--- config.mk ---
export PLATFORM = sky130hd
export DESIGN_NAME = srt_qconv
export DESIGN_NICKNAME = d
export VERILOG_FILES = /design/src/rtl/srt_qconv.sv
export SDC_FILE = /design/constraint.sdc
export NUM_CORES = 1
export LEC_CHECK = 0
export BUFFER_PORTS_ARGS = -buffer_cell sky130_fd_sc_hd__buf_2
export CORE_MARGIN = 2
export CORE_UTILIZATION = 30
export CTS_CLUSTER_SIZE = 40
export DETAILED_ROUTE_END_ITERATION = 8
export MAX_ROUTING_LAYER = met4
export PLACE_DENSITY = 0.55
export REMOVE_ABC_BUFFERS = 1
export SKIP_LAST_GASP = 1
export SLEW_MARGIN = 20
export SYNTH_ARGS = -nofsm -noshare
export SYNTH_HDL_FRONTEND = slang
export SYNTH_SLANG_ARGS = --single-unit
--- constraint.sdc ---
create_clock -name CLK -period 3.8 [get_ports CLK]
set_input_delay 0.57 -clock CLK [delete_from_list [all_inputs] [get_ports CLK]]
set_output_delay 0.57 -clock CLK [all_outputs]
set_load 0.005 [all_outputs]
--- src/rtl/srt_qconv.sv ---
// SRT radix-4 quotient on-the-fly conversion, remainder correction
// and de-normalization stage.
module srt_qconv #(
  parameter int W    = 64,
  parameter int NDIG = W/2,
  parameter int SW   = 7
) (
  input  logic          CLK,
  input  logic          RSTN,
  input  logic          START,
  input  logic [W-1:0]  DSR_N,
  input  logic [SW-1:0] SHAMT,
  input  logic          DIG_VALID,
  input  logic [2:0]    DIG,
  input  logic          DIG_LAST,
  input  logic [W:0]    REM_IN,
  output logic          DIG_READY,
  output logic          BUSY,
  output logic [W-1:0]  Q,
  output logic [W-1:0]  R,
  output logic          DONE,
  output logic          ERR
);

  localparam int CW = $clog2(NDIG + 1);

  typedef enum logic [2:0] {
    S_IDLE, S_ACCUM, S_CORR, S_SHIFT, S_DONE
  } state_t;

  state_t        state, state_n;
  logic [W+1:0]  qa, qa_n, qb, qb_n;
  logic [W:0]    rem, rem_n;
  logic [W-1:0]  dsr, dsr_n;
  logic [SW-1:0] shamt, shamt_n, sh, sh_n;
  logic [CW-1:0] cnt, cnt_n;
  logic          err_n;
  logic [W-1:0]  q_n, r_n;

  logic [SW-1:0] shamt_sat;
  logic [W+1:0]  qa_d, qb_d, qa_c;
  logic [W:0]    rem_c, rem_sh;
  logic          ill, at_ndig;

  assign shamt_sat = (SHAMT > SW'(W)) ? SW'(W) : SHAMT;
  assign at_ndig   = (cnt == CW'(NDIG - 1));

  // Negative remainder means the quotient overshot by one: take QB.
  assign qa_c   = rem[W] ? qb : qa;
  assign rem_c  = rem[W] ? rem + {1'b0, dsr} : rem;
  assign rem_sh = rem >> 1;

  always_comb begin
    ill  = 1'b0;
    qa_d = {qa[W-1:0], 2'b00};
    qb_d = {qb[W-1:0], 2'b11};
    unique case (DIG)
      3'b000: ;
      3'b001: begin
        qa_d = {qa[W-1:0], 2'b01};
        qb_d = {qa[W-1:0], 2'b00};
      end
      3'b010: begin
        qa_d = {qa[W-1:0], 2'b10};
        qb_d = {qa[W-1:0], 2'b01};
      end
      3'b101: begin
        qa_d = {qb[W-1:0], 2'b11};
        qb_d = {qb[W-1:0], 2'b10};
      end
      3'b110: begin
        qa_d = {qb[W-1:0], 2'b10};
        qb_d = {qb[W-1:0], 2'b01};
      end
      default: ill = 1'b1;
    endcase
  end

  always_comb begin
    state_n = state;
    qa_n    = qa;
    qb_n    = qb;
    rem_n   = rem;
    dsr_n   = dsr;
    shamt_n = shamt;
    sh_n    = sh;
    cnt_n   = cnt;
    err_n   = ERR;
    q_n     = Q;
    r_n     = R;
    unique case (state)
      S_IDLE: begin
        if (START) begin
          dsr_n   = DSR_N;
          shamt_n = shamt_sat;
          qa_n    = '0;
          qb_n    = '1;
          cnt_n   = '0;
          err_n   = 1'b0;
          state_n = S_ACCUM;
        end
      end
      S_ACCUM: begin
        if (DIG_VALID) begin
          qa_n  = qa_d;
          qb_n  = qb_d;
          cnt_n = cnt + 1'b1;
          if (ill) err_n = 1'b1;
          if (DIG_LAST || at_ndig) begin
            rem_n   = REM_IN;
            state_n = S_CORR;
            if (DIG_LAST != at_ndig) err_n = 1'b1;
          end
        end
      end
      S_CORR: begin
        qa_n  = qa_c;
        rem_n = rem_c;
        if (qa_c[W+1:W] != 2'b00) err_n = 1'b1;
        if (shamt != '0) begin
          sh_n    = shamt;
          state_n = S_SHIFT;
        end else begin
          q_n     = qa_c[W-1:0];
          r_n     = rem_c[W-1:0];
          state_n = S_DONE;
        end
      end
      S_SHIFT: begin
        rem_n = rem_sh;
        sh_n  = sh - 1'b1;
        if (sh == SW'(1)) begin
          q_n     = qa[W-1:0];
          r_n     = rem_sh[W-1:0];
          state_n = S_DONE;
        end
      end
      S_DONE:  state_n = S_IDLE;
      default: state_n = S_IDLE;
    endcase
  end

  always_ff @(posedge CLK) begin
    if (!RSTN) begin
      state <= S_IDLE;
      qa    <= '0;
      qb    <= '0;
      rem   <= '0;
      dsr   <= '0;
      shamt <= '0;
      sh    <= '0;
      cnt   <= '0;
      ERR   <= 1'b0;
      Q     <= '0;
      R     <= '0;
    end else begin
      state <= state_n;
      qa    <= qa_n;
      qb    <= qb_n;
      rem   <= rem_n;
      dsr   <= dsr_n;
      shamt <= shamt_n;
      sh    <= sh_n;
      cnt   <= cnt_n;
      ERR   <= err_n;
      Q     <= q_n;
      R     <= r_n;
    end
  end

  assign DIG_READY = (state == S_ACCUM);
  assign BUSY      = (state != S_IDLE);
  assign DONE      = (state == S_DONE);

endmodule

==> results of run 1 <==
-- area by class of cell --
class	instances	area, um2
clock buffers	71	1451
clock inverters	19	216.5
inverters	44	172.7
multi-input cells	2338	14040
well taps	1040	1301
fillers	8283	50030
repair buffers	322	1857
diodes	1	2.502
flip-flops and latches	413	8275
-- layer usage --
| layer | GRT usage (%) | routed length, um | part of all wire [%] |
|---|---|---|---|
| met5 | - | 0 | 0 |
| met4 | 5.000 | 1823 | 2.1 |
| met3 | 2.870 | 5331 | 6.2 |
| met2 | 34.07 | 40500 | 47 |
| met1 | 28.07 | 38830 | 45 |
-- sequential cells by signal (all words and copies together), names as in the netlist --
signal	cells
R	64
shamt	7
Q	64
sh	7
state	3
ERR	1
cnt	6
qb	66
rem	65
dsr	64
qa	66
-- Yosys cell counts (10+ instances only) --
| master | n | area, um2 |
|---|---|---|
| a221oi_1 | 85 | 744.5 |
| and3_1 | 10 | 62.56 |
| o21bai_1 | 19 | 142.6 |
| buf_1 | 25 | 93.84 |
| nand2b_1 | 16 | 100.1 |
| clkbuf_1 | 234 | 878.3 |
| a31oi_1 | 21 | 131.4 |
| nand3_1 | 32 | 160.2 |
| a21o_1 | 23 | 172.7 |
| or3_1 | 11 | 68.82 |
| xnor2_1 | 33 | 289.0 |
| nand4_1 | 31 | 193.9 |
| xor2_1 | 28 | 245.2 |
| o211ai_1 | 92 | 690.7 |
| nor2_1 | 301 | 1130 |
| nand2_1 | 456 | 1712 |
| ha_1 | 71 | 888.4 |
| dfxtp_1 | 413 | 8268 |
| o221ai_1 | 69 | 604.3 |
| nor3_1 | 42 | 210.2 |
| a22oi_1 | 70 | 525.5 |
| o21ai_0 | 286 | 1431 |
| a311oi_1 | 12 | 105.1 |
| mux2i_1 | 103 | 1031 |
| inv_1 | 43 | 161.4 |
| a21oi_1 | 342 | 1712 |
| a211oi_1 | 38 | 285.3 |
-- through the flow --
step / hold slack, ns / std cells / utilization (%) / area, um2 / worst slack, ns
after floorplan: 0.4400 / 2795 / - / 22370 / -6.013
after global placement: 0.4358 / 4157 / 33.14 / 25630 / 0.3208
after detailed placement: 0.4412 / 4157 / 33.14 / 25630 / 0.3077
after CTS: 0.1755 / 4247 / 35.30 / 27300 / 0.2416
after global routing: 0.2123 / 4248 / 35.32 / 27310 / -0.006281
final: 0.2093 / 4248 / 35.32 / 27310 / 0.1799
-- tightest hold or removal path, delay by kind of cell --
kind | cells | cell delay [ns]
buffers and inverters | 1 | 0.09
AND/OR/NAND/NOR | 1 | 0.04
AO/OA/AOI/OAI | 1 | 0.05
-- final timing paths --
path / from / end / cells after the start
max: rem[0]$_SDFFE_PN0P_ / R[62]$_SDFFE_PN0P_ / 13
min: DSR_N[28] / dsr[28]$_SDFFE_PN0P_ / 3
max reg2reg: rem[0]$_SDFFE_PN0P_ / R[62]$_SDFFE_PN0P_ / 13
min reg2reg: Q[37]$_SDFFE_PN0P_ / Q[37]$_SDFFE_PN0P_ / 2
-- power by group through the flow --
stage          Clock (uW)  Sequential (uW)  Combinational (uW)
2_1_floorplan           0             5280                2220
5_1_grt              5200             5370                3560
3_5_place_dp            0             5370                3190
6_report             4930             5300                3200
4_1_cts              5050             5280                3210
3_3_place_gp            0             5370                3180
-- kinds of logic after synthesis --
logic type | count (synthesis)
adders and majority gates | 72
and+or+nand+nor | 947
xor gates and xnor gates | 61
muxes | 111
DFF | 413
buffers and inverters | 317
AOI/OAI and AO/OA | 1147
==> results.tsv, run 1 <==
metric	value	unit
outcome	finished clean	
Critical-path top delay cell	a2111o_1	
Syn-to-layout area delta	16.56	%
routability cong.	0.9038	
CP arrival	4.12	ns
most common cell after layout, fill and taps aside	nand2_1	
sequential share of power	39.4	%
Clk Latency, worst-skew pair	0.60	ns
Gate Count Post-Synth	3068	
fin crit share	95.27	%
EDFF count, synth	0	
die area	0.08036	mm2
post-route ant nets	0	
Internal	8829	uW
clock power share	36.7	%
Hold Fails Final Rpt	0	
Die H	283.5	um
maximum vdd drop	296.4	uV
TritonRoute pass-1 iters	6	
ys flop type	dfxtp_1	
vias in the first global route	21950	
Rel. slew slack	25.50	%
Netlist Area Pre-Place	0.02343	mm2
Max Cap Viol	0	
CP Launch Type	register	
HP Class	in -> reg	
FF+latch count, synth	413	
slew at the pin with the worst max-slew slack	1.117	ns
simple-gate share of the synthesized area	16.97	%
via count	23460	
Total Routed Length	86480	um
CP top delay family	compound AO/OA/AOI/OAI gates	
Critical Path Max Stage Delay	0.42	ns
Max Freq	0.2762	GHz
fin. max-slew vios	0	
Root Driver	clkbuf_16	
RSZ-0062 raised after global routing	true	
P_leak	0.01056	uW
# setup viols final	0	
CTS H-tree depth	2	
post-synth cell types	85	
DRC	0	
Initial Util	30.30	%
core box area	0.07734	mm2
layout cells sized above 1	14.44	%
worst-case clock skew	0.02316	ns
Num CTS Buffers	50	
XOR/XNOR share of the synthesized area	2.280	%
mux cell area share after synthesis	4.784	%
Critical Path Fanout Max	5	
Post-CTS Setup Inserts	0	
PortBufs	275	
Critical path buffers and inverters	1	
switching share of power	34.26	%
largest family of logic cells by synthesized area	compound AO/OA/AOI/OAI gates	
All-Layer GR Usage	21.17	%
post-DR wirelength/cell	20.36	um
crit end category	register	
CTS tree	yes	
CP Cell Sequence	ha_1 -> inv_1 -> fa_1 -> nand2b_1 -> a21o_1 -> a2111o_1 -> a211o_1 -> a21oi_4 -> a311oi_4 -> o211ai_2 -> xor2_1 -> nand2_1 -> a221oi_2	
min cycle time layout	3.620	ns
setup TNS	0	ns
total chip power	13430	uW
die width	283.5	um
# nets final	3385	
clock transition at the registers of the reported paths	0.06	ns
worst setup path class	reg -> reg	
total clock sinks	413	
WP data required	4.30	ns
standard-cell rows	102	
Post-CTS Hold Buffers	0	
total grt overflow	0	
initial antenna violation count	3	
adder-cell share of the synthesized area	3.877	%
drt first-iter violations	2195	
power density over the cells	491.8	mW/mm2
Post-Syn Area per Cell	7.638	um2
commonest cells after routing, fill and taps aside	nand2_1 (451), dfxtp_1 (411), a21oi_1 (341), nor2_1 (295), o21ai_0 (286)	
Comb pwr share	23.9	%
Via density	5.523	
Switch Pwr	4602	uW
first-pass GRT wire length	133300	um
ys async rst share	0	%
compound-cell area share of the yosys netlist	31.57	%
setup slack, reg-to-reg	0.18	ns
PostCTS Resize Cnt	0	
register area share after synthesis	35.28	%
IO Pins	276	
Max clock buf depth	3	
largest net degree at the start of global routing	141	
Yosys warning count	0	
detailed placer's ending HPWL	55560	um
No activity file was read; power rests on OpenSTA's default activity.
==> inputs of run 2 (changes only) <==
Settings changed: CTS_BUF_LIST set to sky130_fd_sc_hd__clkbuf_8.
==> results.tsv, run 2 (synthesized netlist as in run 1, its figures left out) <==
metric	value	unit
worst setup path class	reg -> reg	
P_leak	0.01060	uW
crit path from	rem[0]$_SDFFE_PN0P_	
Critical path buffers and inverters	1	
Die H	283.5	um
Hold EP	dsr[28]$_SDFFE_PN0P_	
Root Driver	clkbuf_8	
HP Class	in -> reg	
drt first-iter violations	2270	
Layout Cells excl Fill	4294	
total grt overflow	0	
Comb pwr share	24.9	%
first-pass GRT wire length	133800	um
power density over the cells	473.3	mW/mm2
cell count after placement	4157	
Hold Fails Final Rpt	0	
worst hold path stage count	3	
detailed placer's ending HPWL	55560	um
reg2reg path depth	13	
Internal	8195	uW
Critical Path Max Stage Delay	0.41	ns
total clock sinks	413	
Max clock buf depth	3	
Clk Latency, worst-skew pair	0.68	ns
Via density	5.509	
sequential share of power	41.3	%
post-DR wirelength/cell	20.28	um
CP Cell Sequence	ha_1 -> inv_1 -> fa_1 -> nand2b_1 -> a21o_1 -> a2111o_1 -> a211o_1 -> a21oi_4 -> a311oi_4 -> o211ai_2 -> xor2_1 -> nand2_1 -> a221oi_2	
most common cell after layout, fill and taps aside	nand2_1	
# setup viols final	0	
Num CTS Buffers	80	
CP top delay family	compound AO/OA/AOI/OAI gates	
fin crit share	94.08	%
CP Launch Type	register	
clock transition at the registers of the reported paths	0.06	ns
slew at the pin with the worst max-slew slack	1.128	ns
WHS	0.1315	ns
clock power share	33.8	%
Critical-path top delay cell	a2111o_1	
worst-case clock skew	0.02666	ns
R2R Path End	R[62]$_SDFFE_PN0P_	
PortBufs	275	
fin. max-slew vios	0	
Switch Pwr	4658	uW
Top Registers	qa: 66 flops, qb: 66 flops, rem: 65 flops	
largest net degree at the start of global routing	141	
initial antenna violation count	4	
Critical Path Fanout Max	5	
Post-CTS Setup Inserts	0	
CTS H-tree depth	3	
standard-cell rows	102	
RR Startpoint	rem[0]$_SDFFE_PN0P_	
layout cells sized above 1	15.19	%
CP arrival	4.17	ns
CP Depth	13	
vias in the first global route	22210	
min cycle time layout	3.575	ns
outcome	finished clean	
via count	23660	
Initial Util	30.30	%
switching share of power	36.24	%
post-route ant nets	0	
RSZ-0062 raised after global routing	false	
core box area	0.07734	mm2
routability cong.	0.9038	
die width	283.5	um
TritonRoute pass-1 iters	6	
commonest cells after routing, fill and taps aside	nand2_1 (451), dfxtp_1 (411), a21oi_1 (341), nor2_1 (295), o21ai_0 (286)	
IO Pins	276	
Max Freq	0.2797	GHz
Total Routed Length	87060	um
setup slack, reg-to-reg	0.22	ns
Hold Startpoint	DSR_N[28]	
# nets final	3415	
WP data required	4.39	ns
All-Layer GR Usage	21.35	%
Syn-to-layout area delta	15.89	%
Max Cap Viol	0	
die area	0.08036	mm2
CTS tree	yes	
maximum vdd drop	264.9	uV
Rel. slew slack	24.83	%
crit end category	register	
DRC	0	
[run 2: changes by cell type in the layout (fill, tap and decap cells not counted), sizes merged]
cell,previous run,this run
bufinv,4,1
inv,45,70
clkbuf,71,93
diode,1,2
clkinvlp,4,5
[run 2: final cells by class]
type,instances,area (um2)
well taps,1040,1301
flip-flops and latches,413,8275
fillers,8336,50180
repair buffers,322,1857
clock inverters,42,229.0
inverters,44,172.7
multi-input cells,2338,14040
diodes,2,5.005
clock buffers,93,1280
[run 2: worst max path at each step]
stage	to	slack (ns)
6_report	R[62]$_SDFFE_PN0P_	0.22
5_1_grt	R[62]$_SDFFE_PN0P_	0.007
4_1_cts	R[62]$_SDFFE_PN0P_	0.27
3_5_place_dp	R[62]$_SDFFE_PN0P_	0.31
3_3_place_gp	R[62]$_SDFFE_PN0P_	0.32
2_1_floorplan	qa[64]$_SDFFE_PN0P_	-6.01
[run 2: through the flow]
stage / TNS, ns / util, % / cell area (um2) / worst slack (ns) / total power [uW]
after CTS: 0 / 35.09 / 27140 / 0.2715 / 12950
after floorplan: -1210.09 / - / 22370 / -6.013 / 7496
after global routing: 0 / 35.11 / 27160 / 0.007495 / 13570
after global placement: 0 / 33.14 / 25630 / 0.3208 / 8556
after detailed placement: 0 / 33.14 / 25630 / 0.3077 / 8562
final: 0 / 35.11 / 27160 / 0.2248 / 12850
[run 2: timing repair]
action,in CTS,in global routing
resized for setup,0,2
setup endpoints to repair,0,1
hold buffers,0,0
[run 2: tightest hold or removal path, stage by stage]
cell and delay (ns):
buf_2 0.09, nand2_1 0.04, a21oi_1 0.05
[run 2: metal layers]
layer	GRT usage, %	vias to the layer above	part of all wire, %
met5	-	-	0
met3	3.328	122	6.3
met1	28.11	11270	45
met4	5.463	0	2.1
li1	-	11490	-
met2	34.07	780	47
[run 2: power by group through the flow]
stage | Combinational [uW] | Sequential, uW | Clock (uW)
floorplan | 2220 | 5280 | 0
global placement | 3180 | 5370 | 0
detailed placement | 3190 | 5370 | 0
CTS | 3210 | 5290 | 4460
global route | 3560 | 5370 | 4640
finish | 3210 | 5300 | 4340
